### src/rtl/sram_lane_adapter_if.sv
// Host and SRAM-pin bundle for sram_lane_adapter.
// The slave modport is the adapter; the master modport is the surrounding system.
interface sram_lane_adapter_if #(
    parameter int DATA_W = 16,
    parameter int ADDR_W = 20
);
    localparam int LANES = DATA_W / 8;
    localparam int LB    = (LANES > 1) ? $clog2(LANES) : 0;

    logic                 req;
    logic                 we;
    logic                 wide;
    logic [ADDR_W+LB-1:0] addr;
    logic [DATA_W-1:0]    wdata;
    logic [DATA_W-1:0]    rdata;
    logic                 ready;
    logic                 ack;

    logic [ADDR_W-1:0]    sram_addr;
    logic [LANES-1:0]     sram_be_n;
    logic                 sram_we_n;
    logic                 sram_oe_n;
    logic [DATA_W-1:0]    sram_dq_o;
    logic                 sram_dq_oe;
    logic [DATA_W-1:0]    sram_dq_i;

    modport master (
        output req, we, wide, addr, wdata, sram_dq_i,
        input  rdata, ready, ack, sram_addr, sram_be_n,
        input  sram_we_n, sram_oe_n, sram_dq_o, sram_dq_oe
    );

    modport slave (
        input  req, we, wide, addr, wdata, sram_dq_i,
        output rdata, ready, ack, sram_addr, sram_be_n,
        output sram_we_n, sram_oe_n, sram_dq_o, sram_dq_oe
    );
endinterface

### src/rtl/sram_lane_adapter.sv
// Byte/word host port to an asynchronous SRAM with byte lanes and wait states.
// Optional single-word read cache enabled by defining SRAM_LANE_PREFETCH_EN.
module sram_lane_adapter #(
    parameter int DATA_W      = 16,
    parameter int ADDR_W      = 20,
    parameter int WAIT_STATES = 1
) (
    input logic                sysclk,
    input logic                reset_n,
    sram_lane_adapter_if.slave bus
);
    localparam int LANES = DATA_W / 8;
    localparam int LB    = (LANES > 1) ? $clog2(LANES) : 0;
    localparam int LW    = (LB > 0) ? LB : 1;

    typedef enum logic [2:0] {
        S_IDLE, S_SETUP, S_STROBE, S_HOLD, S_DONE
    } state_t;

    state_t            r_state;
    state_t            w_next;
    logic              r_we;
    logic              r_wide;
    logic [LW-1:0]     r_lane;
    logic [ADDR_W-1:0] r_addr;
    logic [LANES-1:0]  r_be_n;
    logic [DATA_W-1:0] r_dq;
    logic [DATA_W-1:0] r_rdata;
    logic [2:0]        r_wcnt;

    logic [LW-1:0]     w_lane;
    logic              w_wide;
    logic [ADDR_W-1:0] w_waddr;
    logic [LANES-1:0]  w_be_n;
    logic [DATA_W-1:0] w_dq;
    logic              w_accept;
    logic              w_capture;
    logic              w_active;
    logic              w_hit;
    logic [DATA_W-1:0] w_hit_data;

    function automatic logic [DATA_W-1:0] f_pick(
        input logic [DATA_W-1:0] word,
        input logic              wide,
        input logic [LW-1:0]     lane
    );
        f_pick = '0;
        if (wide) begin
            f_pick = word;
        end else begin
            for (int i = 0; i < LANES; i++) begin
                if (int'(lane) == i) f_pick[7:0] = word[8*i +: 8];
            end
        end
    endfunction

    // A single-lane bus has no byte select: every access is a full word.
    generate
        if (LB == 0) begin : g_one_lane
            assign w_lane = '0;
            assign w_wide = 1'b1;
        end else begin : g_multi_lane
            assign w_lane = bus.addr[LB-1:0];
            assign w_wide = bus.wide;
        end
    endgenerate

    assign w_waddr   = bus.addr[ADDR_W+LB-1:LB];
    assign w_accept  = (r_state == S_IDLE) && bus.req;
    assign w_capture = (r_state == S_STROBE) && (r_wcnt == 3'd0);
    assign w_active  = (r_state == S_SETUP) || (r_state == S_STROBE) ||
                       (r_state == S_HOLD);
    assign w_dq      = w_wide ? bus.wdata : {LANES{bus.wdata[7:0]}};

    always_comb begin
        w_be_n = '1;
        for (int i = 0; i < LANES; i++) begin
            if (w_wide || (int'(w_lane) == i)) w_be_n[i] = 1'b0;
        end
    end

`ifdef SRAM_LANE_PREFETCH_EN
    logic              r_cvalid;
    logic [ADDR_W-1:0] r_caddr;
    logic [DATA_W-1:0] r_cword;
    logic [DATA_W-1:0] r_raw;

    assign w_hit      = r_cvalid && !bus.we && (r_caddr == w_waddr);
    assign w_hit_data = f_pick(r_cword, w_wide, w_lane);

    // r_raw tracks the word that the DONE cycle writes back into the entry.
    always_ff @(posedge sysclk or negedge reset_n) begin
        if (!reset_n) begin
            r_cvalid <= 1'b0;
            r_caddr  <= '0;
            r_cword  <= '0;
            r_raw    <= '0;
        end else begin
            if (w_capture && !r_we) r_raw <= bus.sram_dq_i;
            else if (w_accept && w_hit) r_raw <= r_cword;
            if (w_accept && bus.we) begin
                r_cvalid <= 1'b0;
            end else if ((r_state == S_DONE) && !r_we) begin
                r_cvalid <= 1'b1;
                r_caddr  <= r_addr;
                r_cword  <= r_raw;
            end
        end
    end
`else
    assign w_hit      = 1'b0;
    assign w_hit_data = '0;
`endif

    always_ff @(posedge sysclk or negedge reset_n) begin
        if (!reset_n) r_state <= S_IDLE;
        else          r_state <= w_next;
    end

    always_comb begin
        w_next = r_state;
        unique case (r_state)
            S_IDLE:   if (bus.req) w_next = w_hit ? S_DONE : S_SETUP;
            S_SETUP:  w_next = S_STROBE;
            S_STROBE: if (r_wcnt == 3'd0) w_next = S_HOLD;
            S_HOLD:   w_next = S_DONE;
            S_DONE:   w_next = S_IDLE;
            default:  w_next = S_IDLE;
        endcase
    end

    always_ff @(posedge sysclk or negedge reset_n) begin
        if (!reset_n) begin
            r_we    <= 1'b0;
            r_wide  <= 1'b0;
            r_lane  <= '0;
            r_addr  <= '0;
            r_be_n  <= '1;
            r_dq    <= '0;
            r_rdata <= '0;
            r_wcnt  <= '0;
        end else begin
            if (w_accept) begin
                r_we   <= bus.we;
                r_wide <= w_wide;
                r_lane <= w_lane;
                r_addr <= w_waddr;
                r_be_n <= w_be_n;
                r_wcnt <= 3'(WAIT_STATES);
                if (bus.we) r_dq <= w_dq;
            end
            if ((r_state == S_STROBE) && (r_wcnt != 3'd0)) r_wcnt <= r_wcnt - 3'd1;
            if (w_capture && !r_we) begin
                r_rdata <= f_pick(bus.sram_dq_i, r_wide, r_lane);
            end else if (w_accept && w_hit) begin
                r_rdata <= w_hit_data;
            end
        end
    end

    // Strobes decode straight from the state flop so reset drops them at once.
    assign bus.sram_addr  = r_addr;
    assign bus.sram_be_n  = w_active ? r_be_n : '1;
    assign bus.sram_we_n  = !((r_state == S_STROBE) && r_we);
    assign bus.sram_oe_n  = !((r_state == S_STROBE) && !r_we);
    assign bus.sram_dq_oe = w_active && r_we;
    assign bus.sram_dq_o  = r_dq;
    assign bus.rdata      = r_rdata;
    assign bus.ready      = (r_state == S_IDLE);
    assign bus.ack        = (r_state == S_DONE);
endmodule

### src/flat_wrapper.sv
// flat-port wrapper written by rule: the top's interface ports become plain ports
module sram_lane_adapter_flat 
#(
    parameter int DATA_W      = 16,
    parameter int ADDR_W      = 20,
    parameter int WAIT_STATES = 1
)
  (sysclk, reset_n, bus_req, bus_we, bus_wide, bus_addr, bus_wdata, bus_sram_dq_i, bus_rdata, bus_ready, bus_ack, bus_sram_addr, bus_sram_be_n, bus_sram_we_n, bus_sram_oe_n, bus_sram_dq_o, bus_sram_dq_oe);
  sram_lane_adapter_if #(.DATA_W(DATA_W), .ADDR_W(ADDR_W)) bus_i ();
  input logic sysclk;
  input logic reset_n;
  input wire logic [$bits(bus_i.req)-1:0] bus_req;
  input wire logic [$bits(bus_i.we)-1:0] bus_we;
  input wire logic [$bits(bus_i.wide)-1:0] bus_wide;
  input wire logic [$bits(bus_i.addr)-1:0] bus_addr;
  input wire logic [$bits(bus_i.wdata)-1:0] bus_wdata;
  input wire logic [$bits(bus_i.sram_dq_i)-1:0] bus_sram_dq_i;
  output wire logic [$bits(bus_i.rdata)-1:0] bus_rdata;
  output wire logic [$bits(bus_i.ready)-1:0] bus_ready;
  output wire logic [$bits(bus_i.ack)-1:0] bus_ack;
  output wire logic [$bits(bus_i.sram_addr)-1:0] bus_sram_addr;
  output wire logic [$bits(bus_i.sram_be_n)-1:0] bus_sram_be_n;
  output wire logic [$bits(bus_i.sram_we_n)-1:0] bus_sram_we_n;
  output wire logic [$bits(bus_i.sram_oe_n)-1:0] bus_sram_oe_n;
  output wire logic [$bits(bus_i.sram_dq_o)-1:0] bus_sram_dq_o;
  output wire logic [$bits(bus_i.sram_dq_oe)-1:0] bus_sram_dq_oe;
  assign bus_i.req = bus_req;
  assign bus_i.we = bus_we;
  assign bus_i.wide = bus_wide;
  assign bus_i.addr = bus_addr;
  assign bus_i.wdata = bus_wdata;
  assign bus_i.sram_dq_i = bus_sram_dq_i;
  assign bus_rdata = bus_i.rdata;
  assign bus_ready = bus_i.ready;
  assign bus_ack = bus_i.ack;
  assign bus_sram_addr = bus_i.sram_addr;
  assign bus_sram_be_n = bus_i.sram_be_n;
  assign bus_sram_we_n = bus_i.sram_we_n;
  assign bus_sram_oe_n = bus_i.sram_oe_n;
  assign bus_sram_dq_o = bus_i.sram_dq_o;
  assign bus_sram_dq_oe = bus_i.sram_dq_oe;
  sram_lane_adapter #(.DATA_W(DATA_W), .ADDR_W(ADDR_W), .WAIT_STATES(WAIT_STATES)) u_core (.sysclk(sysclk), .reset_n(reset_n), .bus(bus_i));
endmodule
### config.mk
export PLATFORM = sky130hd
export DESIGN_NAME = sram_lane_adapter_flat
export DESIGN_NICKNAME = d
export VERILOG_FILES = /design/src/rtl/sram_lane_adapter_if.sv /design/src/rtl/sram_lane_adapter.sv /design/src/flat_wrapper.sv
export SDC_FILE = /design/constraint.sdc
export NUM_CORES = 1
export LEC_CHECK = 0
export ABC_AREA = 1
export BUFFER_PORTS_ARGS = -buffer_cell sky130_fd_sc_hd__clkbuf_2
export CELL_PAD_IN_SITES_DETAIL_PLACEMENT = 0
export CELL_PAD_IN_SITES_GLOBAL_PLACEMENT = 1
export CORE_UTILIZATION = 34
export DETAILED_ROUTE_END_ITERATION = 8
export GPL_ROUTABILITY_DRIVEN = 0
export PLACE_DENSITY = 0.82
export SETUP_SLACK_MARGIN = 0.5
export SLEW_MARGIN = 10
export SYNTH_ARGS = -nofsm -noshare
export SYNTH_HDL_FRONTEND = slang
export SYNTH_SLANG_ARGS = --single-unit
### constraint.sdc
create_clock -name sysclk -period 1.6 [get_ports sysclk]
set_clock_uncertainty 0.1 [all_clocks]
set_input_delay 0.16 -clock sysclk [delete_from_list [all_inputs] [get_ports sysclk]]
set_output_delay 0.16 -clock sysclk [all_outputs]
set_load 0.05 [all_outputs]
After elaboration in Yosys (flattened, before gate mapping)
Cells that the tools add are included.
- register bits after elaboration: 63
- bits of input ports: 58
- output and inout port bits: 59
- logic and storage cells: 49
- add/subtract/negate cells: 1
- eq/ne operators: 6
- mux-type cells: 12
- bitwise gates (word level): 1
- reduce and logical (&&, ||, !) cells: 20
- operators with widths (cell ; number):
    $mux W8 ; 3
    $mux W16 ; 1
    $mux W3 ; 4
    $pmux W3 S4 ; 1
    $logic_and A1 B1 Y1 ; 7
    $eq A3 B2 Y1 const B ; 2
    $logic_not A3 Y1 ; 2
    $logic_or A1 B1 Y1 ; 4
    $ne A2 B2 Y1 const B ; 2
    $reduce_and A2 Y1 ; 2
    $eq A3 B1 Y1 const B ; 1
    $eq A3 B3 Y1 const B ; 1
    $logic_not A1 Y1 ; 3
    $reduce_bool A3 Y1 ; 1
    $sub A3 B1 Y3 const B ; 1
    $mux W1 ; 2
    $mux W2 ; 1
    $reduce_bool A2 Y1 ; 1
    $not A1 Y1 ; 1

Longest topological paths before layout
Gate-level depths: netlist of the first run.
- depth after elaboration: 4
- depth in mapped cells: 8
- gate-level depth less buffers: 7

Worst setup path before layout of the first run
OpenSTA, ideal clock, no wires.
- path type: register to register
- start point: register u_core.r_state[0]
- end point: register u_core.r_rdata[0] (netlist: u_core.bus.rdata[0])
- library setup time: 0.066 ns
- arrival time: 1.578 ns
- required time: 1.434 ns
- setup slack: -0.144 ns
- stages on the path, launching flop included: 6
- cell sequence: dfrtp_1 -> nor2_8 -> nand3_1 -> nor2_2 -> nand2_1 -> nand2_1
- longest elaborated chain between the ends: 3
- ends and longest elaborated chain (element ; RTL line ; source):
    start: declaration ; sram_lane_adapter.sv:20 ; state_t r_state;
    start signal: assignment ; sram_lane_adapter.sv:117 ; else r_state <= w_next;
    $eq A3 B2 Y1 ; sram_lane_adapter.sv:70 ; assign w_capture = (r_state == S_STROBE) && (r_wcnt == 3'd0);
    $logic_and A1 B1 Y1 ; sram_lane_adapter.sv:70 ;
    $logic_and A1 B1 Y1 ; sram_lane_adapter.sv:153 ; if (w_capture && !r_we) begin
    end signal: assignment ; sram_lane_adapter.sv:154 ; r_rdata <= f_pick(bus.sram_dq_i, r_wide, r_lane);
    end signal: assignment ; sram_lane_adapter.sv:156 ; r_rdata <= w_hit_data;
    end: declaration ; sram_lane_adapter.sv:28 ; logic [DATA_W-1:0] r_rdata;
Every way passes these cells.
A chain may end at the register's enable or synchronous reset.

Worst setup path after layout of the first run
- start point: register u_core.r_state[0]
- end point: output port bus_sram_we_n
- longest elaborated chain between the ends: 3
- ends and longest elaborated chain (element ; RTL line ; source):
    $eq A3 B2 Y1 ; sram_lane_adapter.sv:164 ; assign bus.sram_we_n = !((r_state == S_STROBE) && r_we);
    $logic_and A1 B1 Y1 ; sram_lane_adapter.sv:164 ;
    $logic_not A1 Y1 ; sram_lane_adapter.sv:164 ;
    end: declaration ; flat_wrapper.sv:23 ; output wire logic [$bits(bus_i.sram_we_n)-1:0] bus_sram_we_n;
Every way passes these cells.

==> out/summary.txt, run 1 <==
status -> finished, violations left
failing checks -> setup timing
setup violators final -> 6
placed inst area -> 3700 um^2
design area -> 5870 um^2
Post-synth EDFFs -> 0
placed cells -> 583
sequential fraction of the synthesis area -> 0.548
CTS H-Tree Depth -> 3
Synth Net Count -> 425
min Tclk post-route -> 1650 ps
Initial Utilization -> 0.351
Routed Antenna Nets -> 0
initial antenna violation count -> 0
number of global-route vias before repair -> 3158
largest net degree at the start of global routing -> 64
CTS sink cnt -> 63
worst reg2reg endpoint -> u_core.bus.sram_dq_o[15]
final worst slack -> -46.3 ps
CTS Buf Count -> 9
Syn Inst Count -> 365
wire length on met2 -> 5390 um
Fin. Hold Viols -> 0
CTS clock-pin slew for the worst setup and hold paths -> 70 ps
Yosys cell types -> 23
WS Path Type -> reg -> out
die area -> 8840 um^2
P_leak -> 3.18 nW
met3 routed WL -> 573 um
I/O pin cnt -> 117
Std-Cell Rows -> 33
r2r setup slk -> -20 ps
die width -> 94.0 um
Reg-to-Reg Start -> u_core.r_state[2]
gr ovfl total -> 0
Root Buffer -> clkbuf_8
crit path to -> bus_sram_we_n
Core Region -> 8220 um^2
Main synth FF type -> dfrtp_1
drt wl/cell -> 14.7 um
RSZ-0062 raised after global routing -> yes
fraction of registers with async set or reset after synthesis -> 1.00
PD cells -> 2420 nW/um^2
fin. max-slew vios -> 0
share of cells above drive strength 1 -> 0.529
clk buf depth -> 2
PortBufs -> 116
CP startpoint -> u_core.r_state[0]
TritonRoute pass-1 iters -> 4
final-stage net count -> 637
GRT Util Overall -> 0.217
Die Ht -> 94.0 um
Clock Latency Late Sink -> 340 ps
1st-iter DRT viols -> 131
Seq cells post-synth -> 63
most common cell in the netlist -> nand2_1
Arrival @ worst endpoint -> 1390 ps
met1 wire length -> 4010 um
Layout Cells excl Fill -> 687
ANT cells -> 0
f_max -> 0.607 GHz
Placement Setup Slack -> 37.2 ps
syn_area_per_cell -> 7.89 um^2
DP HPWL -> 5260 um
number of remaining DRC errors -> 0
synth warn -> 0
area leader, netlist -> dfrtp_1
via count -> 3218
DR top layer -> met4
Mapped Area -> 2880 um^2
routed vias/inst -> 4.68
Synth area leaders -> dfrtp_1, nand2_1, inv_1
startpoint types -> register
Hold Crit Class -> in -> reg
CP Capture Type -> primary output
worst reg-to-reg path cell count -> 7
fin util -> 0.714
final period utilization -> 1.03
Worst slew margin -> 0.767
first-pass GRT wire length -> 14600 um
Synth-to-Final Area Change -> 104%
CP max FO -> 3
Worst Max-Slew Pin Slew -> 347 ps
Hold Slack -> 13.5 ps
leading cell types by count after synthesis -> nand2_1, dfrtp_1, inv_1
Max Cap Viol -> 0
final wirelength -> 10100 um
Worst EP required -> 1340 ps
maximum vdd drop -> 0.00136 V
CTS tree -> built
Yosys top cell area share -> 0.530
==> worst min path at each step <==
stage                          start                  end  cells after the start
floorplan                    reset_n  u_core.bus.rdata[0]                      0
global placement             reset_n  u_core.bus.rdata[9]                      2
detailed placement           reset_n  u_core.bus.rdata[9]                      2
CTS                 bus_sram_dq_i[4]  u_core.bus.rdata[4]                      5
global route        bus_sram_dq_i[3]  u_core.bus.rdata[3]                      5
finish              bus_sram_dq_i[4]  u_core.bus.rdata[4]                      5
==> cells by family (layout without fill, tap and decap cells) <==
family,Yosys count,after routing,synth area share
AND/OR/NAND/NOR,258,259,0.374
buffers and inverters,37,253,0.0586
adder cells (fa/ha/maj),2,2,0.00869
flip-flops,63,63,0.548
XOR/XNOR,1,1,0.00304
AO/OA/AOI/OAI,4,4,0.00695
==> layer usage <==
metal  vias up  GRT usage
met1      1538      0.249
met5         -          0
li1       1539          -
met4         0     0.0628
met2       125      0.395
met3        16     0.0526
==> placed cells by master, fill, tap and decap left out, types with 3 or more instances in the layout <==
cell type and n:
buf_12 6, nand2_2 48, dfrtp_1 58, clkbuf_16 5, nand2_4 24, inv_2 6
inv_4 3, buf_4 43, dlygate4sd3_1 30, nand3_1 9, nand3_4 3, nand4_1 8
nor2_4 6, nand4_4 3, nand2_1 149, buf_6 10, clkbuf_2 56, clkbuf_8 12
dfrtp_2 3, o21ai_2 4, buf_8 56, inv_1 12
==> sequential cells by signal, indices dropped and copies added, names as in the netlist <==
signal                flops
u_core.r_lane             1
u_core.r_we               1
u_core.r_state            3
u_core.r_wcnt             3
u_core.bus.sram_addr     20
u_core.bus.rdata         16
u_core.bus.sram_dq_o     16
u_core.r_be_n             2
u_core.r_wide             1
==> report_power, final <==
group,total (W),switching (W),internal [W]
clock,0.00162,0.000619,0.00100
sequential,0.00316,0.000782,0.00237
combinational,0.00943,0.00526,0.00417
==> metrics by stage <==
step                      power, W  TNS, ps
after floorplan            0.00727        0
after global placement     0.00849        0
after detailed placement   0.00858        0
after CTS                   0.0127     -207
after global routing        0.0149    -1590
final                       0.0142     -164
==> layout make-up <==
| cell class | count | area (um^2) |
|---|---|---|
| Fill cell | 588 | 2350 |
| Timing Repair Buffer | 209 | 2160 |
| Sequential cell | 63 | 1580 |
| Multi-Input combinational cell | 266 | 1570 |
| Clock buffer | 13 | 169 |
| Inverter | 25 | 131 |
| Tap cell | 105 | 131 |
| Clock inverter | 3 | 65.1 |
| Timing Repair inverter | 3 | 62.6 |
==> critical path, stage by stage, from the launching register on <==
cell and delay (ps):
dfrtp_2 460, buf_6 140, inv_4 60, nand2_4 50, nor2_4 110, nand2_4 70, clkbuf_16 170
==> repair_timing <==
item | in CTS | in global routing
hold buffers | 30 | 0
pin swaps | 49 | 47
endpoints found under the hold margin | 91 | 0
gates cloned | 3 | 4
buffers inserted | 24 | 27
gates resized for setup | 202 | 111
setup endpoints to repair | 120 | 121
Power figures use the tool's default switching activity.
==> inputs of run 2 (changes only) <==
--- a/config.mk
+++ b/config.mk
@@ -9,6 +9,7 @@
 export BUFFER_PORTS_ARGS = -buffer_cell sky130_fd_sc_hd__clkbuf_2
 export CELL_PAD_IN_SITES_DETAIL_PLACEMENT = 0
 export CELL_PAD_IN_SITES_GLOBAL_PLACEMENT = 1
+export CORE_ASPECT_RATIO = 0.5
 export CORE_UTILIZATION = 34
 export DETAILED_ROUTE_END_ITERATION = 8
 export GPL_ROUTABILITY_DRIVEN = 0
@@ -18,3 +19,4 @@
 export SYNTH_ARGS = -nofsm -noshare
 export SYNTH_HDL_FRONTEND = slang
 export SYNTH_SLANG_ARGS = --single-unit
+export TNS_END_PERCENT = 30
==> out/summary.txt, run 2 (synthesis gave the netlist of run 1 again) <==
Initial Utilization -> 0.355 (+0.00438)
Core Region -> 8120 um^2 (-1.2%)
ANT cells -> 0 (unchanged)
final wirelength -> 10200 um (+0.83%)
failing checks -> setup timing
Std-Cell Rows -> 23 (-30%)
f_max -> 0.601 GHz (-0.97%)
Hold Crit Class -> in -> reg
fin. max-slew vios -> 0 (unchanged)
CP Capture Type -> primary output
CTS tree -> built
TritonRoute pass-1 iters -> 4 (unchanged)
status -> finished, violations left
Synth-to-Final Area Change -> 96.8%
maximum vdd drop -> 0.00116 V (-14%)
Die Ht -> 67.1 um (-29%)
setup violators final -> 4 (-2)
CP max FO -> 3 (unchanged)
worst reg-to-reg path cell count -> 7 (unchanged)
WS Path Type -> reg -> out
final period utilization -> 1.04 (+0.0101)
Clock Latency Late Sink -> 340 ps (about the same)
die area -> 8870 um^2 (+0.25%)
min Tclk post-route -> 1660 ps (+16.2 ps)
CP Depth -> 6 (unchanged)
Crit path top cell by count -> nand2_4
Worst EP required -> 1340 ps (about the same)
Fin. Hold Viols -> 0 (unchanged)
Critical Path, Cell by Cell -> buf_6 > inv_4 > nand2_4 > nor2_4 > nand2_4 > buf_8
Hold Path Stages -> 5 (unchanged)
startpoint types -> register
Worst slew margin -> 0.749 (-0.0180)
PD cells -> 2500 nW/um^2 (+3.3%)
routed vias/inst -> 4.64 (-0.99%)
Routed Antenna Nets -> 0 (unchanged)
slowest stage delay, CP -> 470 ps (about the same)
Worst Path Buf+Inv -> 3 (unchanged)
Root Buffer -> clkbuf_16
final-stage net count -> 600 (-5.8%)
CTS sink cnt -> 63 (unchanged)
family with the most delay on the worst path -> flip-flops
drt wl/cell -> 15.5 um (+5.4%)
Max Cap Viol -> 0 (unchanged)
Placement Setup Slack -> 119 ps (+82.3 ps)
initial antenna violation count -> 0 (unchanged)
P_leak -> 2.93 nW (-7.8%)
number of remaining DRC errors -> 0 (unchanged)
Worst Max-Slew Pin Slew -> 376 ps (+29.2 ps)
PortBufs -> 116 (unchanged)
CTS H-Tree Depth -> 3 (unchanged)
commonest non-fill, non-tap cell in the layout -> nand2_1
CTS clock-pin slew for the worst setup and hold paths -> 50 ps (-20 ps)
DP HPWL -> 5170 um (-1.6%)
max reg flops -> 20 (unchanged)
Final Total Pwr -> 0.0142 W (-0.25%)
number of global-route vias before repair -> 3038 (-3.8%)
RSZ-0062 raised after global routing -> yes
gr ovfl total -> 0 (unchanged)
via count -> 3047 (-5.3%)
1st-iter DRT viols -> 125 (-4.6%)
final worst slack -> -62.6 ps (-16.2 ps)
CTS Buf Count -> 9 (unchanged)
share of cells above drive strength 1 -> 0.547 (+0.0176)
die width -> 132 um (+41%)
largest net degree at the start of global routing -> 64 (unchanged)
Arrival @ worst endpoint -> 1400 ps (about the same)
GRT Util Overall -> 0.219 (+0.00269)
I/O pin cnt -> 117 (unchanged)
most frequent cells in the layout -> nand2_1, buf_8, nand2_2
clk buf depth -> 2 (unchanged)
critical path's slowest cell -> dfrtp_2
first-pass GRT wire length -> 14800 um (+1.6%)
Fillers -> 575 (-2.2%)
[run 2: cell type report]
class / count / area, um^2 / share of cell area
repair buffers: 173 / 1810 / 0.320
inverters: 25 / 109 / 0.0192
clock inverters: 3 / 40.0 / 0.00706
clock buffers: 13 / 270 / 0.0477
repair inverters: 2 / 27.5 / 0.00486
flip-flops and latches: 63 / 1590 / 0.281
well taps: 112 / 140 / 0.0247
multi-input cells: 266 / 1680 / 0.296
[run 2: metrics by stage]
step | setup TNS (ps) | std cells | hold WS (ps) | utilization | cell area (um^2)
floorplan | 0 | 365 | -236 | - | 2970
global placement | 0 | 592 | 99.5 | 0.455 | 3700
detailed placement | 0 | 592 | 100 | 0.455 | 3700
CTS | -144 | 653 | 12.9 | 0.643 | 5220
global route | -452 | 657 | 39.6 | 0.699 | 5670
finish | -207 | 657 | 19.8 | 0.699 | 5670
[run 2: worst reg2reg max path: stages (launching register included)]
cell and delay, ps:
dfrtp_2 470, nor2_8 150, buf_6 130, buf_8 130
nand4_4 130, buf_4 180, buf_6 100, o21ai_1 100
[run 2: routing by layer]
layer | wire [um] | share of wire | track usage | vias to the layer above
met3 | 521 | 0.051 | 0.0647 | 24
met5 | 0 | 0 | 0 | -
li1 | - | - | - | 1471
met2 | 5210 | 0.51 | 0.370 | 94
met1 | 4230 | 0.41 | 0.270 | 1458
met4 | 235 | 0.023 | 0.0814 | 0
[run 2: repair_timing]
action / 4_1_cts / 5_1_grt
hold buffers: 30 / 0
pin swaps: 68 / 75
setup endpoints to repair: 120 / 121
hold endpoints to repair: 91 / 0
buffers inserted: 12 / 3
cloned: 3 / 1
gates resized for setup: 206 / 155
[run 2: final timing paths]
path	endpoint	from	slack, ps
setup / recovery	bus_sram_we_n	u_core.r_state[0]	-60
hold / removal	u_core.bus.rdata[4]	bus_sram_dq_i[4]	20
setup reg to reg	u_core.r_we	u_core.r_state[0]	30
hold reg to reg	u_core.r_be_n[0]	u_core.r_be_n[0]	380
max in group asynchronous	u_core.r_be_n[1]	reset_n	780
min in group asynchronous	u_core.bus.sram_addr[2]	reset_n	260
[run 2: power by group]
group,internal (W),switching (W),leakage [nW]
Combinational,0.00366,0.00508,2.01
Sequential,0.00240,0.00102,0.769
Clock,0.00133,0.000695,0.156
==> inputs of run 3 (changes only) <==
--- a/config.mk
+++ b/config.mk
@@ -15,6 +15,7 @@
 export GPL_ROUTABILITY_DRIVEN = 0
 export PLACE_DENSITY = 0.82
 export SETUP_SLACK_MARGIN = 0.5
+export SKIP_LAST_GASP = 1
 export SLEW_MARGIN = 10
 export SYNTH_ARGS = -nofsm -noshare
 export SYNTH_HDL_FRONTEND = slang
==> out/summary.txt, run 3 (synthesis gave the netlist of run 1 again) <==
status -> finished, violations left
failing checks -> setup timing
startpoint types -> register
max reg flops -> 20 (unchanged)
CP Capture Type -> primary output
Die Ht -> 67.1 um (unchanged)
met1 wire length -> 3960 um (-6.3%)
met3 routed WL -> 459 um (-12%)
Arrival @ worst endpoint -> 1380 ps (-20 ps)
1st-iter DRT viols -> 137 (+9.6%)
area of the multi-input gates -> 1380 um^2 (-18%)
PortBufs -> 116 (unchanged)
final period utilization -> 1.03 (-0.0127)
most frequent cells in the layout -> nand2_1, clkbuf_2, dfrtp_1
Worst EP required -> 1340 ps (about the same)
Clock Latency Late Sink -> 330 ps (about the same)
placed inst area -> 3700 um^2 (unchanged)
routed vias/inst -> 4.40 (-5.2%)
CTS tree -> built
fin util -> 0.593 (-0.106)
CP max FO -> 3 (unchanged)
WS Path Type -> reg -> out
maximum vdd drop -> 0.00105 V (-9.6%)
design area -> 4810 um^2 (-15%)
via count -> 2889 (-5.2%)
PD cells -> 2450 nW/um^2 (-1.9%)
Worst slew margin -> 0.762 (+0.0132)
I/O pin cnt -> 117 (unchanged)
CTS H-Tree Depth -> 3 (unchanged)
largest net degree at the start of global routing -> 64 (unchanged)
DP HPWL -> 5170 um (unchanged)
number of remaining DRC errors -> 0 (unchanged)
share of cells above drive strength 1 -> 0.413 (-0.134)
number of global-route vias before repair -> 2703 (-11%)
clk buf depth -> 2 (unchanged)
Fin. Hold Viols -> 0 (unchanged)
final wirelength -> 8440 um (-17%)
ANT cells -> 0 (unchanged)
min Tclk post-route -> 1640 ps (-20.4 ps)
die area -> 8870 um^2 (unchanged)
CTS sink cnt -> 63 (unchanged)
Core Region -> 8120 um^2 (unchanged)
Storage cell area -> 1580 um^2 (-0.55%)
commonest non-fill, non-tap cell in the layout -> nand2_1
initial antenna violation count -> 0 (unchanged)
Std-Cell Rows -> 23 (unchanged)
first-pass GRT wire length -> 13200 um (-11%)
wire length on met2 -> 3910 um (-25%)
gr ovfl total -> 0 (unchanged)
GRT Util Overall -> 0.196 (-0.0238)
TritonRoute pass-1 iters -> 4 (unchanged)
CTS clock-pin slew for the worst setup and hold paths -> 50 ps (about the same)
final-stage net count -> 600 (unchanged)
RSZ-0062 raised after global routing -> yes
fin. max-slew vios -> 0 (unchanged)
Hold Crit Class -> in -> reg
die width -> 132 um (unchanged)
Worst Max-Slew Pin Slew -> 357 ps (-19.7 ps)
drt wl/cell -> 12.8 um (-17%)
CTS Buf Count -> 9 (unchanged)
final worst slack -> -42.2 ps (+20.4 ps)
Synth-to-Final Area Change -> 67.0%
f_max -> 0.609 GHz (+1.2%)
Fillers -> 735 (+28%)
P_leak -> 2.68 nW (-8.5%)
setup violators final -> 4 (unchanged)
Max Cap Viol -> 0 (unchanged)
Routed Antenna Nets -> 0 (unchanged)
Root Buffer -> clkbuf_16
Initial Utilization -> 0.355 (unchanged)
DR top layer -> met4
==> run 3: cell types whose count changed in the layout (fill, tap and decap cells not counted), sizes merged <==
cell	before	now
buf	83	32
inv	23	24
clkbuf	73	124
clkinvlp	0	1
clkinv	6	4
==> run 3: final timing paths <==
| kind | startpoint | to | slack [ps] | cells past startpoint |
|---|---|---|---|---|
| min in group asynchronous | reset_n | u_core.bus.sram_addr[2] | 270 | 3 |
| setup reg to reg | u_core.r_state[0] | u_core.bus.sram_dq_o[3] | 60 | 7 |
| max in group asynchronous | reset_n | u_core.r_be_n[1] | 790 | 3 |
| hold / removal | bus_wdata[14] | u_core.bus.sram_dq_o[14] | 20 | 5 |
| setup / recovery | u_core.r_state[0] | bus_sram_be_n[0] | -40 | 5 |
| hold reg to reg | u_core.bus.rdata[6] | u_core.bus.rdata[6] | 370 | 2 |
==> run 3: critical path, cell delays in order (launching register included) <==
cell and delay (ps):
dfrtp_2 440, nor2_2 60, inv_2 90, nand2_4 70
or2_4 240, buf_8 150
==> run 3: power by group <==
| part | total [W] | leakage (nW) | switching (W) | internal (W) |
|---|---|---|---|---|
| combinational | 0.00685 | 1.75 | 0.00469 | 0.00216 |
| sequential | 0.00295 | 0.777 | 0.000571 | 0.00238 |
| clock | 0.00200 | 0.156 | 0.000675 | 0.00133 |
==> run 3: per-layer routing <==
metal,track usage,up-vias
li1,-,1472
met1,0.255,1336
met2,0.309,70
met3,0.0639,11
met4,0.0610,0
met5,0,-
==> run 3: cell type report <==
cell class,count,area share
clock inverters,3,0.00832
clock buffers,13,0.0562
repair buffers,173,0.265
well taps,112,0.0291
flip-flops and latches,63,0.329
inverters,25,0.0224
multi-input cells,266,0.287
repair inverters,2,0.00260
==> run 3: timing repair <==
item	CTS	global route
pin swaps	15	18
setup buffers	12	3
endpoints found under the hold margin	92	0
endpoints found under the setup margin	120	121
cloned	3	1
gates resized for setup	46	49
hold buffers	30	0
==> run 3: stage by stage <==
step	total power (W)	std cells	TNS, ps	hold slack (ps)	worst slack, ps
6_report	0.0118	657	-99.7	22.4	-42.2
5_1_grt	0.0125	657	-248	44.7	-76.0
4_1_cts	0.0113	653	-144	12.9	-43.6
3_5_place_dp	0.00846	592	0	100	119
3_3_place_gp	0.00841	592	0	99.5	131
2_1_floorplan	0.00715	365	0	-236	193
